$ cat src/rtl/local_ni_tx_if.sv
// Core-to-router handshake bundle for the local network-interface transmitter.
// "master" is the core/router side and "slave" is the NI block.
interface local_ni_tx_if #(
    parameter int FLIT_W        = 4,
    parameter int PAYLOAD_FLITS = 4
);
    logic                            pkt_valid;
    logic                            pkt_ready;
    logic [FLIT_W-1:0]               pkt_dest;
    logic [FLIT_W*PAYLOAD_FLITS-1:0] pkt_data;
    logic [FLIT_W-1:0]               local_in;
    logic                            write_local;
    logic                            local_full;
    logic                            busy;
    logic                            pkt_sent;

    modport master (
        output pkt_valid, pkt_dest, pkt_data, local_full,
        input  pkt_ready, local_in, write_local, busy, pkt_sent
    );

    modport slave (
        input  pkt_valid, pkt_dest, pkt_data, local_full,
        output pkt_ready, local_in, write_local, busy, pkt_sent
    );
endinterface

$ cat src/rtl/local_ni_tx.sv
// Local NI transmitter: serialises a captured packet as header + body flits (MS-first).
// Define NI_PARITY_EN to append one XOR parity flit after the body.
module local_ni_tx #(
    parameter int FLIT_W        = 4,
    parameter int PAYLOAD_FLITS = 4
) (
    input  logic          clk,
    input  logic          reset,
    local_ni_tx_if.slave  bus
);
    localparam int DATA_W = FLIT_W * PAYLOAD_FLITS;
    localparam int IDX_W  = (PAYLOAD_FLITS > 1) ? $clog2(PAYLOAD_FLITS) : 1;
    localparam logic [IDX_W-1:0] LAST_IDX = IDX_W'(PAYLOAD_FLITS - 1);

`ifdef NI_PARITY_EN
    typedef enum logic [1:0] {IDLE, HEAD, BODY, PAR} state_t;
`else
    typedef enum logic [1:0] {IDLE, HEAD, BODY} state_t;
`endif

    state_t             state, state_next;
    logic [IDX_W-1:0]   idx, idx_next;
    logic [FLIT_W-1:0]  flit, flit_next;
    logic               sent, sent_next;
    logic [DATA_W-1:0]  data_q;
    logic               accept;
    logic               xfer;

    function automatic logic [FLIT_W-1:0] body_flit(input logic [DATA_W-1:0] d,
                                                    input logic [IDX_W-1:0]  i);
        logic [DATA_W-1:0] s;
        s = d << (int'(i) * FLIT_W);
        return s[DATA_W-1 -: FLIT_W];
    endfunction

`ifdef NI_PARITY_EN
    function automatic logic [FLIT_W-1:0] parity_flit(input logic [DATA_W-1:0] d);
        logic [FLIT_W-1:0] p;
        p = '0;
        for (int k = 0; k < PAYLOAD_FLITS; k++) p ^= d[k*FLIT_W +: FLIT_W];
        return p;
    endfunction
`endif

    assign accept          = (state == IDLE) && bus.pkt_valid;
    assign xfer            = (state != IDLE) && !bus.local_full;
    assign bus.write_local = xfer;
    assign bus.pkt_ready   = (state == IDLE);
    assign bus.busy        = (state != IDLE);
    assign bus.local_in    = flit;
    assign bus.pkt_sent    = sent;

    // Packet capture: payload is frozen at accept so mid-flight input changes are invisible.
    always_ff @(posedge clk) begin
        if (accept) data_q <= bus.pkt_data;
    end

    always_ff @(posedge clk or posedge reset) begin
        if (reset) begin
            state <= IDLE;
            idx   <= '0;
            flit  <= '0;
            sent  <= 1'b0;
        end else begin
            state <= state_next;
            idx   <= idx_next;
            flit  <= flit_next;
            sent  <= sent_next;
        end
    end

    always_comb begin
        state_next = state;
        idx_next   = idx;
        flit_next  = flit;
        sent_next  = 1'b0;
        case (state)
            IDLE: begin
                if (bus.pkt_valid) begin
                    state_next = HEAD;
                    idx_next   = '0;
                    flit_next  = bus.pkt_dest;
                end
            end
            HEAD: begin
                if (xfer) begin
                    state_next = BODY;
                    idx_next   = '0;
                    flit_next  = body_flit(data_q, '0);
                end
            end
            BODY: begin
                if (xfer) begin
                    if (idx != LAST_IDX) begin
                        idx_next  = idx + IDX_W'(1);
                        flit_next = body_flit(data_q, idx + IDX_W'(1));
                    end else begin
`ifdef NI_PARITY_EN
                        state_next = PAR;
                        flit_next  = parity_flit(data_q);
`else
                        state_next = IDLE;
                        sent_next  = 1'b1;
`endif
                    end
                end
            end
`ifdef NI_PARITY_EN
            PAR: begin
                if (xfer) begin
                    state_next = IDLE;
                    sent_next  = 1'b1;
                end
            end
`endif
            default: state_next = IDLE;
        endcase
    end
endmodule

$ cat src/flat_wrapper.sv
// flat-port wrapper written by rule: the top's interface ports become plain ports
module local_ni_tx_flat 
#(
    parameter int FLIT_W        = 4,
    parameter int PAYLOAD_FLITS = 4
)
  (clk, reset, bus_pkt_valid, bus_pkt_dest, bus_pkt_data, bus_local_full, bus_pkt_ready, bus_local_in, bus_write_local, bus_busy, bus_pkt_sent);
  local_ni_tx_if #(.FLIT_W(FLIT_W), .PAYLOAD_FLITS(PAYLOAD_FLITS)) bus_i ();
  input  logic clk;
  input  logic reset;
  input wire logic [$bits(bus_i.pkt_valid)-1:0] bus_pkt_valid;
  input wire logic [$bits(bus_i.pkt_dest)-1:0] bus_pkt_dest;
  input wire logic [$bits(bus_i.pkt_data)-1:0] bus_pkt_data;
  input wire logic [$bits(bus_i.local_full)-1:0] bus_local_full;
  output wire logic [$bits(bus_i.pkt_ready)-1:0] bus_pkt_ready;
  output wire logic [$bits(bus_i.local_in)-1:0] bus_local_in;
  output wire logic [$bits(bus_i.write_local)-1:0] bus_write_local;
  output wire logic [$bits(bus_i.busy)-1:0] bus_busy;
  output wire logic [$bits(bus_i.pkt_sent)-1:0] bus_pkt_sent;
  assign bus_i.pkt_valid = bus_pkt_valid;
  assign bus_i.pkt_dest = bus_pkt_dest;
  assign bus_i.pkt_data = bus_pkt_data;
  assign bus_i.local_full = bus_local_full;
  assign bus_pkt_ready = bus_i.pkt_ready;
  assign bus_local_in = bus_i.local_in;
  assign bus_write_local = bus_i.write_local;
  assign bus_busy = bus_i.busy;
  assign bus_pkt_sent = bus_i.pkt_sent;
  local_ni_tx #(.FLIT_W(FLIT_W), .PAYLOAD_FLITS(PAYLOAD_FLITS)) u_core (.clk(clk), .reset(reset), .bus(bus_i));
endmodule
$ cat config.mk
export PLATFORM = sky130hd
export DESIGN_NAME = local_ni_tx_flat
export DESIGN_NICKNAME = d
export VERILOG_FILES = /design/src/rtl/local_ni_tx_if.sv /design/src/rtl/local_ni_tx.sv /design/src/flat_wrapper.sv
export SDC_FILE = /design/constraint.sdc
export NUM_CORES = 1
export LEC_CHECK = 0
export ABC_AREA = 1
export CAP_MARGIN = 20
export CELL_PAD_IN_SITES_DETAIL_PLACEMENT = 1
export CELL_PAD_IN_SITES_GLOBAL_PLACEMENT = 1
export CORE_MARGIN = 3
export CORE_UTILIZATION = 32
export CTS_CLUSTER_SIZE = 40
export DETAILED_ROUTE_END_ITERATION = 6
export PLACE_DENSITY = 0.78
export SLEW_MARGIN = 0
export SYNTH_ARGS = -nofsm -noshare
export SYNTH_HDL_FRONTEND = slang
export SYNTH_SLANG_ARGS = --single-unit
$ cat constraint.sdc
create_clock -name clk -period 1.45 [get_ports clk]
set_input_delay 0.29 -clock clk [delete_from_list [all_inputs] [get_ports clk]]
set_output_delay 0.29 -clock clk [all_outputs]
set_load 0.01 [all_outputs]
# Yosys cells after proc, flatten, opt, wreduce, memory -nomap -nowiden
# Cells that the tools add are included.
[word_totals] regBits=25 output_inout_bits=8
[classes] addsub=1 shifts=1 muxes=18 reduce_logical=8 n_eq_ne=8
[ops] cell="two-way mux 2 bit" count=8
[ops] cell="two-way mux 4 bit" count=4
[ops] cell="left shift 16 x 4 -> 16 bit" count=1
[ops] cell="one-hot mux 2 bit (3 select lines)" count=2
[ops] cell="one-hot mux 4 bit (3 select lines)" count=1
[ops] cell="!= test 2 bit (second input constant)" count=5
[ops] cell="AND reduction 5 bit" count=1
[ops] cell="AND reduction 4 bit" count=1
[ops] cell="two-way mux 1 bit" count=3
[ops] cell="nonzero test 3 bit" count=1
[ops] cell="adder 2 x 1 -> 2 bit (second input constant)" count=1
[ops] cell="== test 2 x 1 -> 1 bit (second input constant)" count=1
[ops] cell="== test 2 bit (second input constant)" count=1
[ops] cell="logical AND 1 bit" count=2
[ops] cell="logical NOT 2 bit" count=1
[ops] cell="!= test 2 x 1 -> 1 bit (second input constant)" count=1
[ops] cell="nonzero test 2 bit" count=1
[ops] cell="logical NOT 1 bit" count=1

# Logic depth before layout (Yosys ltp)
[depth] ltp_word=5 ltp_mapped=10 mapped_depth_nobuf=9

# Least setup slack after synthesis
# No wires, ideal clock.
[synth_path] kind="register to register" startpoint="register u_core.state[0]" endpoint="register u_core.flit[2], in the netlist u_core.bus.local_in[2]" path_stages_with_launch=10 arrival_time_ns=1.399 n_path_buf=1 slack_ns=-0.065 synth_period_minus_slack_ns=1.515 cell_sequence="dfrtp_1 -> inv_1 -> ha_1 -> inv_2 -> or2_1 -> nand3_2 -> buf_6 -> nor2_2 -> nand2_1 -> nand2_1"
[synth_between] word_cells_on_any_way=12 cone_classes="eq/ne: 6; mux: 1; reduce/logical: 5"
[synth_lines] item="start, declared" line_no="local_ni_tx.sv:21" text="state_t state, state_next;"
[synth_lines] item="start signal, assigned" line_no="local_ni_tx.sv:65" text="state <= state_next;"
[synth_lines] item="logical NOT 2 bit (*)"
[synth_lines] item="net bus_pkt_ready" line_no="flat_wrapper.sv:15" text="output wire logic [$bits(bus_i.pkt_ready)-1:0] bus_pkt_ready;"
[synth_lines] item="!= test 2 bit (no source line) or nonzero test 3 bit (tied branches)"
[synth_lines] item="AND reduction 5 bit (no source line)"
[synth_lines] item="end signal, assigned" line_no="local_ni_tx.sv:67" text="flit <= flit_next;"
[synth_lines] item="end, declared" line_no="local_ni_tx.sv:23" text="logic [FLIT_W-1:0] flit, flit_next;"
# The timed path passes the listed nets; every way through them passes the cells marked *.
# A chain may end at the register's enable or synchronous reset.

# Final worst setup path
[layout_path] startpoint="register u_core.state[1]" endpoint="output port bus_write_local"
[layout_between] elab_chain_len=2
[layout_lines] item="nonzero test 2 bit" line_no="local_ni_tx.sv:46" text="assign xfer = (state != IDLE) && !bus.local_full;"
[layout_lines] item="logical AND 1 bit" line_no="local_ni_tx.sv:46"
[layout_lines] item="end, declared" line_no="flat_wrapper.sv:17" text="output wire logic [$bits(bus_i.write_local)-1:0] bus_write_local;"
# No other way between the ends.

==> impl_metrics.ini <==
[outcome]
outcome = finished with violations
failed_checks = negative setup slack

[critical_path]
setup.worst_path.start = u_core.state[1]$_DFFE_PP0P_
crit_type = register to output port
r2r_start = u_core.state[0]$_DFFE_PP0P_
worstPathRequired_ns = 1.16
critical_path_arrival_ns = 1.19
path_max_fanout = 3
end_kind = output port
critPathLaunchType = register

[grt]
gr-total-overflow = 0
grt_pass1_vias = 1147
grt_pass1_wl_um = 5250
grt_max_degree = 17
grtUsageTotal_pct = 15.06
antenna_found_initial = 0

[placed_design]
dp_slack_ns = -0.2165
dpl.cell_count = 227
dpl.hpwl_um = 2399
port-buffer-count = 31
postPlaceCellArea_um2 = 1689
routabilityCongestion = 0.8569

[logic_synthesis]
synth_area_um2 = 1270
synthArstFlopShare_pct = 36.00
yosys_warnings = 0
netlist_instances = 143
synth_ff_type = edfxtp_1
ys_ff_latch = 25
yosysSeqAreaShare_pct = 55.57
syn_nets = 174
synth_edf_count = 16
ys_types = 18
syn_area_per_cell_um2 = 8.881

[floorplan]
io_pins = 32
fp.dieH_um = 69.00
core-area_um2 = 3744
die_area_um2 = 4760
start_util_pct = 33.92
num_rows = 22
dieWidth_um = 69.00

[detailed_routing]
vias = 1048
detail-route-antenna-nets = 0
drt_wl_total_um = 3244
route.met2.wl_um = 1809
viasPerCell = 4.422
wl_met1_um = 1331
drc = 0
routedWlPerCell_um = 13.69
drt_iter0_drc = 32
wl_met3_um = 74
dr.pass1.iters = 5
dr.max_layer_used = met4

[clock_tree]
clk_pin_slew_ns = 0.09
cts.htree.levels = 1
clockRootBuffer = clkbuf_8
clk_latency_ns = 0.27
cts_buffers = 3
clock_sinks = 25
cts_tree = built
cts_hold_buf = 0
cts.path.max_buffers = 2

[worst_hold_path]
min_path_type = input pin to async pin

[timing]
hold_violations = 0
max_freq_ghz = 0.6766
fin_worst_skew_ns = 0.007810
fin_crit_ns = 1.478
rsz0062_at_grt = true
maxSlewHeadroom_pct = 72.83
tightest_slew_ns = 0.4071
fin_ws_ns = -0.02802
period_share_pct = 101.9
setup_viol = 2
tns_ns = -0.03297
final_max_slew_viol_count = 0
hold_ws_ns = 0.2946

[power]
powerDensity_nw_per_um2 = 1853
peakVddDrop_uv = 798.9
p_leak_nw = 0.8843

[flow_run]
max_cap_viol_count = 0

[cells_and_area]
nets = 221
drive_gt1_share_pct = 22.22
area_delta_synth_final_pct = 47.68
fin_cells = 237
n_antenna_cell = 0
final_area_um2 = 1876
final_common_cell = nand2_1
final_cell_mix = 47 x nand2_1, 23 x clkdlybuf4s50_1, 22 x inv_1
## routing by layer
layer  vias up  track usage [%]
li1        530                -
met1       496            17.04
met2        18            29.17
met3         4            1.783
met4         0            4.380
met5         -                0
## synthesized netlist by cell type, types with 2 or more instances
| library cell | instances | area [um^2] |
|---|---|---|
| o21ai_0 | 2 | 10.01 |
| edfxtp_1 | 16 | 480.5 |
| inv_1 | 25 | 93.84 |
| buf_6 | 2 | 22.52 |
| nand3_1 | 8 | 40.04 |
| nor2_1 | 9 | 33.78 |
| a21oi_1 | 4 | 20.02 |
| o21ai_1 | 2 | 10.01 |
| dfrtp_1 | 9 | 225.2 |
| nand2_1 | 50 | 187.7 |
| nor2_2 | 2 | 12.51 |
| ha_1 | 7 | 87.58 |
| inv_2 | 2 | 7.510 |
## state kept, by name (all words and copies together) (netlist names)
| name | cells |
|---|---|
| u_core.idx | 2 |
| u_core.bus.pkt_sent | 1 |
| u_core.bus.local_in | 4 |
| u_core.state | 2 |
| u_core.data_q | 16 |
## path summary, 6_finish.rpt
| path | slack (ns) | to | cells past startpoint |
|---|---|---|---|
| max in group asynchronous | 0.86 | u_core.idx[1]$_DFFE_PP0P_ | 2 |
| hold / removal | 0.29 | u_core.bus.local_in[2]$_DFFE_PP0P_ | 2 |
| setup / recovery | -0.03 | bus_write_local | 6 |
| hold reg to reg | 0.50 | u_core.bus.local_in[3]$_DFFE_PP0P_ | 2 |
| min in group clk | 0.50 | u_core.bus.local_in[3]$_DFFE_PP0P_ | 2 |
| setup reg to reg | 0 | u_core.state[0]$_DFFE_PP0P_ | 8 |
## stage by stage
| stage | util [%] | total power (W) |
|---|---|---|
| 2_1_floorplan | - | 0.002119 |
| 3_3_place_gp | 45.12 | 0.002619 |
| 3_5_place_dp | 45.12 | 0.002739 |
| 4_1_cts | 48.16 | 0.003349 |
| 5_1_grt | 50.10 | 0.003782 |
| 6_report | 50.10 | 0.003475 |
## area by class of cell
type / count / area (um^2)
multi-input combinational: 89 / 541.8
sequential: 25 / 705.7
inverter: 27 / 107.6
clock inverter: 1 / 5.005
fill: 463 / 1868
tap: 48 / 60.06
timing repair buffer: 44 / 414.1
clock buffer: 3 / 41.29
## worst max-delay path, cell delays in order (launching register included)
cell	delay (ns)
dfrtp_1	0.41
inv_2	0.10
ha_4	0.16
inv_4	0.04
nand2_2	0.05
inv_1	0.03
buf_2	0.12
## what timing repair did
action / CTS / global route
buffers inserted: 1 / 5
resized for setup: 33 / 8
endpoints found under the setup margin: 15 / 28
cloned: 1 / 0
pin swaps: 6 / 4
## power breakdown
part	internal (W)	total (W)	switching, W
sequential	0.000977	0.00107	0.0000908
clock	0.000192	0.000419	0.000226
combinational	0.000889	0.00199	0.00110
## cell families (layout without fill, tap and decap cells)
kind of cell	count (synthesis)	in the layout	synth area share, %
AOI/OAI and AO/OA	10	10	4.532
adders and majority gates	7	7	6.896
buffers and inverters	30	75	10.15
DFF	25	25	55.57
and+or+nand+nor	71	72	22.86
Power figures use the tool's default switching activity.
